--- config.mk ---
export PLATFORM = sky130hd
export DESIGN_NAME = load_controller
export DESIGN_NICKNAME = d
export VERILOG_FILES = /design/src/rtl/load_controller.sv
export SDC_FILE = /design/constraint.sdc
export NUM_CORES = 1
export LEC_CHECK = 0
export ABC_AREA = 1
export ABC_CLOCK_PERIOD_IN_PS = 2900
export CAP_MARGIN = 10
export CELL_PAD_IN_SITES_DETAIL_PLACEMENT = 0
export CELL_PAD_IN_SITES_GLOBAL_PLACEMENT = 1
export CORE_MARGIN = 1
export CORE_UTILIZATION = 24
export CTS_BUF_LIST = sky130_fd_sc_hd__clkbuf_16
export CTS_CLUSTER_DIAMETER = 150
export CTS_CLUSTER_SIZE = 10
export DETAILED_ROUTE_END_ITERATION = 10
export PLACE_DENSITY = 0.85
export SKIP_LAST_GASP = 1
export SLEW_MARGIN = 10
export SYNTH_ARGS = -nofsm -noshare
export SYNTH_HDL_FRONTEND = slang
export SYNTH_SLANG_ARGS = --single-unit
--- constraint.sdc ---
create_clock -name clk -period 2.9 [get_ports clk]
set_clock_uncertainty 0.1 [all_clocks]
set_input_delay 0.725 -clock clk [delete_from_list [all_inputs] [get_ports clk]]
set_output_delay 0.725 -clock clk [all_outputs]
set_load 0.005 [all_outputs]
--- src/rtl/load_controller.sv ---
// Tile load path: fetches a tile row by row over the shared memory interface
// and scatters each row's 16-byte chunks into the per-lane-group input buffers.
module load_controller #(
    parameter int ADDR_W = 32,
    parameter int DATA_W = 128,
    parameter int NBUF   = 4
) (
    input  logic              clk,
    input  logic              rst,
    input  logic              can_do_load,
    input  logic [ADDR_W-1:0] tile_addr,
    input  logic [ADDR_W-1:0] tile_stride,
    input  logic [4:0]        msize,
    input  logic [4:0]        nsize,
    input  logic [NBUF-1:0]   buffer_full,
    input  logic              interface_ready,
    input  logic              interface_rvalid,
    input  logic [DATA_W-1:0] interface_rdata,
    output logic              interface_en,
    output logic              interface_rdwr,
    output logic [4:0]        interface_control,
    output logic [ADDR_W-1:0] current_addr,
    output logic [NBUF-1:0]   wr_buffer,
    output logic [DATA_W-1:0] wr_data,
    output logic              busy,
    output logic              done_load
);
    localparam int CW = $clog2(NBUF);

    typedef enum logic [1:0] {IDLE, ISSUE, WAIT} state_t;

    state_t            state;
    logic [ADDR_W-1:0] row_addr;
    logic [ADDR_W-1:0] stride;
    logic [4:0]        msize_r;
    logic [4:0]        nsat;
    logic [4:0]        row;
    logic [CW-1:0]     chunk;

    logic [4:0] nchunks;
    logic [4:0] words_left;
    logic [2:0] lane_cnt;
    logic       last_chunk;
    logic       last_row;
    logic       wr_fire;
    logic       start_empty;

    // Zero every 32-bit lane at or above the number of valid words.
    function automatic logic [DATA_W-1:0] mask_lanes(input logic [DATA_W-1:0] d,
                                                     input logic [2:0]        n);
        logic [DATA_W-1:0] m;
        m = d;
        for (int i = 0; i < DATA_W / 32; i++) begin
            if (i >= int'(n)) m[i*32 +: 32] = '0;
        end
        return m;
    endfunction

    always_comb begin
        nchunks     = (nsat + 5'd3) >> 2;
        words_left  = nsat - (5'(chunk) << 2);
        lane_cnt    = (words_left >= 5'd4) ? 3'd4 : words_left[2:0];
        last_chunk  = (5'(chunk) == nchunks - 5'd1);
        last_row    = (row == msize_r - 5'd1);
        wr_fire     = (state == WAIT) && interface_rvalid;
        start_empty = (state == IDLE) && can_do_load && ((msize == 5'd0) || (nsize == 5'd0));

        busy              = (state != IDLE);
        interface_rdwr    = 1'b0;
        interface_en      = (state == ISSUE) && !buffer_full[chunk];
        interface_control = busy ? {lane_cnt, 2'b00} : 5'd0;
        current_addr      = busy ? row_addr + (ADDR_W'(chunk) << 4) : '0;
        wr_buffer         = wr_fire ? (NBUF'(1) << chunk) : '0;
        wr_data           = wr_fire ? mask_lanes(interface_rdata, lane_cnt) : '0;
        // Gated by rst so no completion can be reported while reset is held.
        done_load         = !rst && (start_empty || (wr_fire && last_chunk && last_row));
    end

    always_ff @(posedge clk or posedge rst) begin
        if (rst) begin
            state    <= IDLE;
            row_addr <= '0;
            stride   <= '0;
            msize_r  <= '0;
            nsat     <= '0;
            row      <= '0;
            chunk    <= '0;
        end else begin
            case (state)
                IDLE: begin
                    if (can_do_load) begin
                        row_addr <= tile_addr;
                        stride   <= tile_stride;
                        msize_r  <= msize;
                        nsat     <= (nsize > 5'd16) ? 5'd16 : nsize;
                        row      <= '0;
                        chunk    <= '0;
                        if ((msize != 5'd0) && (nsize != 5'd0)) state <= ISSUE;
                    end
                end
                ISSUE: begin
                    if (interface_en && interface_ready) state <= WAIT;
                end
                WAIT: begin
                    if (interface_rvalid) begin
                        if (!last_chunk) begin
                            chunk <= chunk + CW'(1);
                            state <= ISSUE;
                        end else if (!last_row) begin
                            row      <= row + 5'd1;
                            chunk    <= '0;
                            row_addr <= row_addr + (stride << 2);
                            state    <= ISSUE;
                        end else begin
                            state <= IDLE;
                        end
                    end
                end
                default: state <= IDLE;
            endcase
        end
    end
endmodule

After elaboration in Yosys (flattened, before gate mapping) --
Cells that the tools add are included.
Cells by class: reduce and logical (&&, ||, !) cells 24, magnitude comparators 7, equal/unequal tests 11, $add $sub $neg 8, mux-type cells 34, shifts and indexed selects 1
Operators by type and width (count):
- 32-bit two-way mux | 9
- 128-bit two-way mux | 1
- 32-bit case mux with 2 select lines | 1
- 32-bit adder | 1
- 32-bit by 6-bit adder with 32-bit output | 1
- 5-bit two-way mux | 6
- 2-bit two-way mux | 8
- 5-bit logical NOT | 2
- 5-bit case mux with 2 select lines | 1
- 5-bit nonzero test | 2
- 1-bit logical AND | 9
- 2-bit inequality test, second input constant | 4
- 4-bit AND reduction | 2
- 1-bit by 3-bit greater-or-equal comparator with 1-bit output, first input constant | 2
- 2-bit by 3-bit greater-or-equal comparator with 1-bit output, first input constant | 2
- 2-bit case mux with 3 select lines | 1
- 5-bit by 1-bit adder with 5-bit output, second input constant | 1
- 5-bit by 2-bit adder with 5-bit output, second input constant | 1
- 2-bit by 5-bit equality test with 1-bit output | 1
- 5-bit equality test | 1
- 5-bit by 3-bit greater-or-equal comparator with 1-bit output, second input constant | 1
- 5-bit > comparator, second input constant | 1
- 5-bit AND reduction | 1
- 5-bit by 1-bit subtractor with 5-bit output, second input constant | 1
- other kinds (19) | 25
Storage, ports and cells: logic and storage cells 92, bits of input ports 211, register bits 81

Longest topological paths before layout --
Gate-level depths: netlist (run 1).
depth in word-level cells 7, gate-level depth with buffers 16, mapped depth without buffers 15

Least setup slack after synthesis (run 1) --
No wires, ideal clock.
kind flip-flop to output port, start point register chunk[0], end point output wr_data[10], required time 2.075 ns, arrival time 2.022 ns, cell stages (with the launch flop) 10, path slack 0.053 ns, cell sequence dfrtp_1 ha_1 fa_1 or2_2 nand4_1 nor2_1 nand2_1 buf_2 nand3_1 inv_1
On the way: cells in the longest elaborated chain, start to end 6
RTL lines:
- start: declaration | line 38 | logic [CW-1:0] chunk;
- start signal: assignment | line 107 | chunk <= chunk + CW'(1);
- 5-bit by 4-bit subtractor with 5-bit output * | line 61 | words_left = nsat - (5'(chunk) << 2);
- 5-bit by 3-bit greater-or-equal comparator with 1-bit output | line 62 | lane_cnt = (words_left >= 5'd4) ? 3'd4 : words_left[2:0];
- 3-bit two-way mux * | line 62
- 1-bit by 3-bit greater-or-equal comparator with 1-bit output * | line 54 | if (i >= int'(n)) m[i*32 +: 32] = '0;
- 32-bit two-way mux * | line 54
- 128-bit two-way mux * | line 74 | wr_data = wr_fire ? mask_lanes(interface_rdata, lane_cnt) : '0;
- end: declaration | line 24 | output logic [DATA_W-1:0] wr_data,
Every way passes the cells marked *; elsewhere a longest branch is shown, timed or not.

Final worst setup path (run 1) --
start point register chunk[0], end point output current_addr[28]
On the way: cells in the longest elaborated chain, start to end 2
RTL lines:
- 32-bit by 6-bit adder with 32-bit output | line 72 | current_addr = busy ? row_addr + (ADDR_W'(chunk) << 4) : '0;
- 32-bit two-way mux | line 72
- end: declaration | line 22 | output logic [ADDR_W-1:0] current_addr,
Every way passes these cells.

==> results.md, run 1 <==
* Status: complete, but fails checks
* Failing checks: negative setup slack
* Number of antenna violations at the first check in global routing at 10
* WL met3 at 3810 um
* Placed cell count at roughly 2400
* TNS Setup at -74.73 ns
* Most frequent CP cell: buf_6
* Leakage at 0.00782 uW
* DR iter-0 viols at between 800 and 900
* Total global routing overflow at 0
* Ys Warns at 0
* Mean area per synthesized cell at 5.61 um^2
* Pins Over Slew Limit at 0
* Crit. End Element: primary output
* Area Growth Syn to Fin at 92.3%
* RSZ-0062 raised after global routing: yes
* DR pass1 iterations at 5
* Total clock buffers created by CTS at 9
* Cell Rows at between 60 and 70
* Primary FF master, synth: dfrtp_1
* Core Area at approximately 34000 um^2
* Final Hold Fails at 0
* Final non-filler cell total at 2463
* Placer Congestion at 0.954
* Detailed-route DRC error count at 0
* IO Count at 384
* I/O Buffers at 378
* Combinational fraction of design power at between 70 and 80%
* Total power at 15700 uW
* Clock power share at 7.0%
* Die W at 186 um
* Share of cells above drive strength 1 at roughly 31%
* Fin crit period at ~3.6 ns
* Int Power at between 7000 and 8000 uW
* Routed Antenna Nets at 0
* Avg WL per Cell at around 21 um
* Hold crit path type: register to register
* Detailed Place HPWL at ~42000 um
* CTS tree: done
* Most frequent cell after synthesis: nand2_1
* Routed WL at 52700 um
* Worst path cell trace: buf_4 -> buf_6 -> buf_6 -> ha_4 -> fa_2 -> nand2_4 -> nor2_4 -> nand2_4 -> buf_6 -> inv_4 -> buf_6 -> nand4_1 -> xor2_1 -> nor2_1 -> buf_2
* Startpoint types: register
* Slowest-stage cell, CP: dfrtp_2
* Total track usage at 29.6%
* Routed met2 length at 25100 um
* WP data arrival at 2.75 ns
* Mapped Area at 8160 um^2
* Setup-failing EPs final at 164
* Critical path class: register to primary output
* Crit path to: current_addr[28]
* Area leader, netlist: nand2_1
* Max-slew headroom at 56.9%
* Syn Inst Count at roughly 1500
* Worst skew pair latency at 0.35 ns
* DR vias at 11550
* Net Sw Frac at 49.7%
* First-pass GRT wire length at 75000 um
* Root buffer cell: clkbuf_16
* Final worst-path cycle share at 123%
* R2R Path End: row_addr[28]
* Vias in the first global route at 11415
* Nets at between 2000 and 2500
* Max Freq at about 280 MHz
* Die area at 34800 um^2
* Largest net degree at the start of global routing at 51
* Longest Clk Path Bufs at 2
* Metal1 wirelength at ~21000 um
* MaxCap Viol Count at 0
* Post-synth EDFFs at 0
* Ys async rst share at 100%
* Clk slew on worst S/H paths at around 0.070 ns
* Setup WS post-layout at -0.673 ns
* Synth Register Bits at 81
* Sequential power share at 13.9%
* Synth top area cells: nand2_1 (27%), dfrtp_1 (25%), nor2_1 (10%)
* # hold bufs at CTS at 0
* Synth top cells by count: nand2_1 (588), nor2_1 (227), inv_1 (193)
* CP required at 2.08 ns
* Die Y-Extent at 186 um
* Clock sinks at approximately 80
* Reg-to-Reg Start: row_addr[10]
* # fillers at 3383
* Max IR drop VDD at ~0.43 mV
* Yosys cell types at 38
* Yosys top cell area share at 27.0%
* Number of H-tree levels at 3
* Worst stage delay on the critical path at 0.44 ns
* Top Layer Used: met5
* Switching power at 7800 uW
* Detailed-route vias per instance at 4.69
* Worst-path fanout max at 3
* Power per cell area at 1000 nW/um^2
* CP Launch Point: chunk[0]
* Sequential-to-total area share from yosys stat at 24.8%
* Slack of the worst reg-to-reg path at around 0.36 ns
* Initial Util at 24.3%
* Worst slew pin tran at 0.646 ns
* R2R depth at 11
per-stage QoR:
stage / area [um^2] / worst slack (ns) / hold WS [ns] / utilization [%]
floorplan: 8180 / 0.0533 / 0.346 / -
global placement: 13400 / -0.573 / 0.364 / 40.1
detailed placement: 13400 / -0.563 / 0.371 / 40.1
CTS: 14800 / -0.646 / 0.387 / 44.2
global route: 15700 / -0.721 / 0.406 / 46.8
finish: 15700 / -0.673 / 0.386 / 46.8
final cells by class:
class / instances / area, um^2 / area share (%)
flip-flops and latches: 81 / 2030 / 13.0
clock buffers: 9 / 225 / 1.43
inverters: 197 / 772 / 4.92
multi-input cells: 1126 / 6420 / 40.9
repair buffers: 591 / 5630 / 35.9
diodes: 4 / 10.0 / 0.0638
clock inverters: 7 / 46.3 / 0.295
well taps: 448 / 561 / 3.57
worst max-delay path: cells and delay by family, from the launching register on:
family | cells | cell delay (ns)
adders and majority gates | 2 | 0.54
xor gates and xnor gates | 1 | 0.20
buffers and inverters | 7 | 0.76
DFF | 1 | 0.44
and+or+nand+nor | 5 | 0.44
sequential cells by signal, summed over array words and instances (netlist names):
name,cells
chunk,2
msize_r,5
nsat,5
row,5
row_addr,32
state,2
stride,30
logic make-up after synthesis:
logic type                 after synthesis  synth area share (%)
and+or+nand+nor                        970                  47.8
adders and majority gates               42                  6.71
buffers and inverters                  250                  12.3
AOI/OAI and AO/OA                       88                  5.95
xor gates and xnor gates                22                  2.36
other                                    1                0.0459
DFF                                     81                  24.8
repair_timing:
item / 4_1_cts / 5_1_grt
gates resized for setup: 837 / 310
pin swaps: 41 / 61
buffers inserted: 58 / 43
endpoints found under the setup margin: 164 / 161
cloned: 7 / 0
placed cells by master, fill, tap and decap left out, types with 7 or more instances in the layout:
cell,Yosys,layout
a21oi_1,32,24
buf_12,0,22
buf_2,18,78
buf_4,6,118
buf_6,3,114
buf_8,0,17
clkbuf_16,0,9
clkbuf_2,0,20
clkdlybuf4s50_1,0,211
dfrtp_1,81,76
ha_1,39,35
inv_1,193,164
inv_2,4,26
nand2_1,588,568
nand2_2,1,14
nand2_4,1,7
nand3_1,96,65
nand3_2,0,25
nand4_1,13,13
nor2_1,227,126
nor2_2,1,25
nor2_4,2,79
nor3_1,24,16
o21ai_0,34,27
o21ai_1,4,8
xor2_1,13,8
layer usage:
layer	up-vias	GRT usage (%)
met2	435	51.6
met4	10	11.3
met1	5452	35.2
met3	97	6.83
li1	5556	-
met5	-	0
power groups by stage:
| stage | Clock (uW) | Sequential [uW] | Combinational, uW |
|---|---|---|---|
| after detailed placement | 0 | 2140 | 8800 |
| after CTS | 1120 | 2160 | 11100 |
| after global placement | 0 | 2130 | 8760 |
| after global routing | 1170 | 2230 | 13500 |
| final | 1100 | 2180 | 12400 |
| after floorplan | 0 | 2030 | 4890 |
how the worst min path moves through the flow:
stage / startpoint / endpoint / slack, ns / depth (start not counted)
after floorplan: stride[0] / stride[0] / 0.35 / 2
after global placement: stride[20] / stride[20] / 0.36 / 2
after detailed placement: stride[20] / stride[20] / 0.37 / 2
after CTS: stride[20] / stride[20] / 0.39 / 2
after global routing: stride[20] / stride[20] / 0.41 / 2
final: stride[20] / stride[20] / 0.39 / 2
No activity file was read; power rests on OpenSTA's default activity.
==> inputs of run 2 (changes only) <==
- PLACE_DENSITY: 0.85 -> unset
- PLACE_DENSITY_LB_ADDON: unset -> 0.1
==> run 2 against run 1 <==
Net effect:
- the flow still finishes with violations (negative setup slack)
- cell area down 7.0%
- setup slack better by 0.035 ns
- core utilization down 3.3 points
- register-to-register slack better by 0.02 ns
- clock-buffer cell count unchanged
- sequential share of layout area up 0.95 points
- global-route usage down 5.7 points
- flip-flop and latch count unchanged
- via count down 6.9%
- hold slack better by 0.0023 ns
- die area unchanged
- largest power group unchanged
==> results.md, run 2 (synthesized netlist as in run 1, its figures left out) <==
* Commonest non-fill, non-tap cell in the layout: nand2_1
* I/O Buffers at 378
* IO Count at between 300 and 400
* Setup-failing EPs final at 153
* Final core utilization at 43.5%
* Startpoint types: register
* Worst-path fanout max at 32
* Number of flip-flops under the largest register name at 32
* Detailed Place HPWL at 34000 um
* Longest Clk Path Bufs at 2
* Slowest-stage cell, CP: fa_2
* Clock sinks at a little over 80
* Total track usage at between 20% and 30%
* CP required at 2.08 ns
* Cell Rows at 67
* Worst stage delay on the critical path at 0.51 ns
* Placed Area at around 13000 um^2
* Total clock buffers created by CTS at 9
* Worst skew pair latency at approximately 0.36 ns
* Failing checks: negative setup slack
* Core Area at roughly 34000 um^2
* First-pass GRT wire length at 63600 um
* Total global routing overflow at 0
* Detailed-route vias per instance at 4.42
* Max IR drop VDD at 0.518 mV
* Crit. End Element: primary output
* Setup WS post-layout at -0.638 ns
* Hold crit path type: register to register
* # hold bufs at CTS at 0
* Final Hold Fails at 0
* Critical path class: register to primary output
* Share of cells above drive strength 1 at 22.7%
* TNS Setup at -66.59 ns
* Number of antenna violations at the first check in global routing at 6
* Routed WL at approximately 42000 um
* Largest net degree at the start of global routing at 50
* Pins Over Slew Limit at 0
* Status: complete, but fails checks
* Die Y-Extent at ~190 um
* Clk slew on worst S/H paths at around 0.06 ns
* Root buffer cell: clkbuf_16
* MaxCap Viol Count at 0
* Initial Util at 24.3%
* WP data arrival at 2.71 ns
* Vias in the first global route at 10539
* Die area at 34800 um^2
* Area Growth Syn to Fin at 78.8%
* Routed Antenna Nets at 0
* Worst slew pin tran at between 0.5 and 0.6 ns
* Die W at roughly 190 um
* RSZ-0062 raised after global routing: yes
* Most flops, register: row_addr
* Largest regs: row_addr x32, stride x30
* # fillers at 3631
* Max Freq at 283 MHz
* Worst path cell trace: ha_2 -> fa_2 -> nand4_1 -> nor2_2 -> buf_12 -> nor2_1 -> buf_4 -> clkdlybuf4s50_1
* Fin crit period at 3.54 ns
* CTS tree: done
* Detailed-route DRC error count at 0
* Most frequent cells in the layout: nand2_1 (575), clkdlybuf4s50_1 (270), inv_1 (176), nor2_1 (160), buf_4 (130)
* DR iter-0 viols at 493
* Final worst-path cycle share at 122%
* DR vias at 10753
* Number of H-tree levels at 3
* Nets at 2229
* Placer Congestion at 0.888
* DR pass1 iterations at 6
* Leakage at 0.00745 uW
* Design Area, Final at around 15000 um^2
* Max-slew headroom at 62.7%
* Avg WL per Cell at 17.4 um
* Power per cell area at 975 nW/um^2
## run 2: layer usage
metal,vias to the layer above,GRT usage [%],part of all wire [%]
li1,5486,-,-
met1,4908,32.0,46
met2,308,39.6,46
met3,45,4.34,5.9
met4,6,5.88,2.0
met5,-,0,0.097
## run 2: stage by stage
stage               hold WS [ns]  setup slack [ns]  cells  power, uW
floorplan                  0.346            0.0533   1456       6910
global placement           0.364            -0.500   2362      10900
detailed placement         0.374            -0.531   2362      11000
CTS                        0.390            -0.714   2411      13600
global route               0.407            -0.810   2429      15400
finish                     0.389            -0.638   2432      14200
## run 2: area by class of cell
type,count,area [um^2],share of cell area [%]
Antenna cell,3,7.51,0.0514
Clock buffer,9,225,1.54
Clock inverter,7,62.6,0.429
Inverter,197,748,5.13
Multi-Input combinational cell,1125,5800,39.7
Sequential cell,81,2030,13.9
Tap cell,448,561,3.84
Timing Repair Buffer,562,5160,35.4
## run 2: critical path, delay by kind of cell, from the launching register on
family                     cells  cell delay [ns]
and+or+nand+nor                3             0.42
adders and majority gates      2             0.71
DFF                            1             0.41
buffers and inverters          3             0.80
## run 2: power by group
group / switching [uW] / internal (uW)
combinational: 6080 / 4860
sequential: 476 / 1640
clock: 513 / 659
## run 2: timing repair
item                       in CTS  in global routing
buffers inserted               31                 26
setup endpoints to repair     163                164
pin swaps                       7                 22
gates cloned                    4                  1
gates resized for setup       288                320
## run 2: final timing paths
kind	start	to	slack, ns	cells past startpoint
worst max-delay path	chunk[0]	wr_data[37]	-0.64	8
worst min-delay path	stride[21]	stride[21]	0.39	2
worst max register to register	row_addr[2]	row_addr[8]	0.38	11
worst min register to register	stride[21]	stride[21]	0.39	2
max in group asynchronous	rst	chunk[1]	1.38	3
min in group asynchronous	rst	msize_r[1]	0.68	2
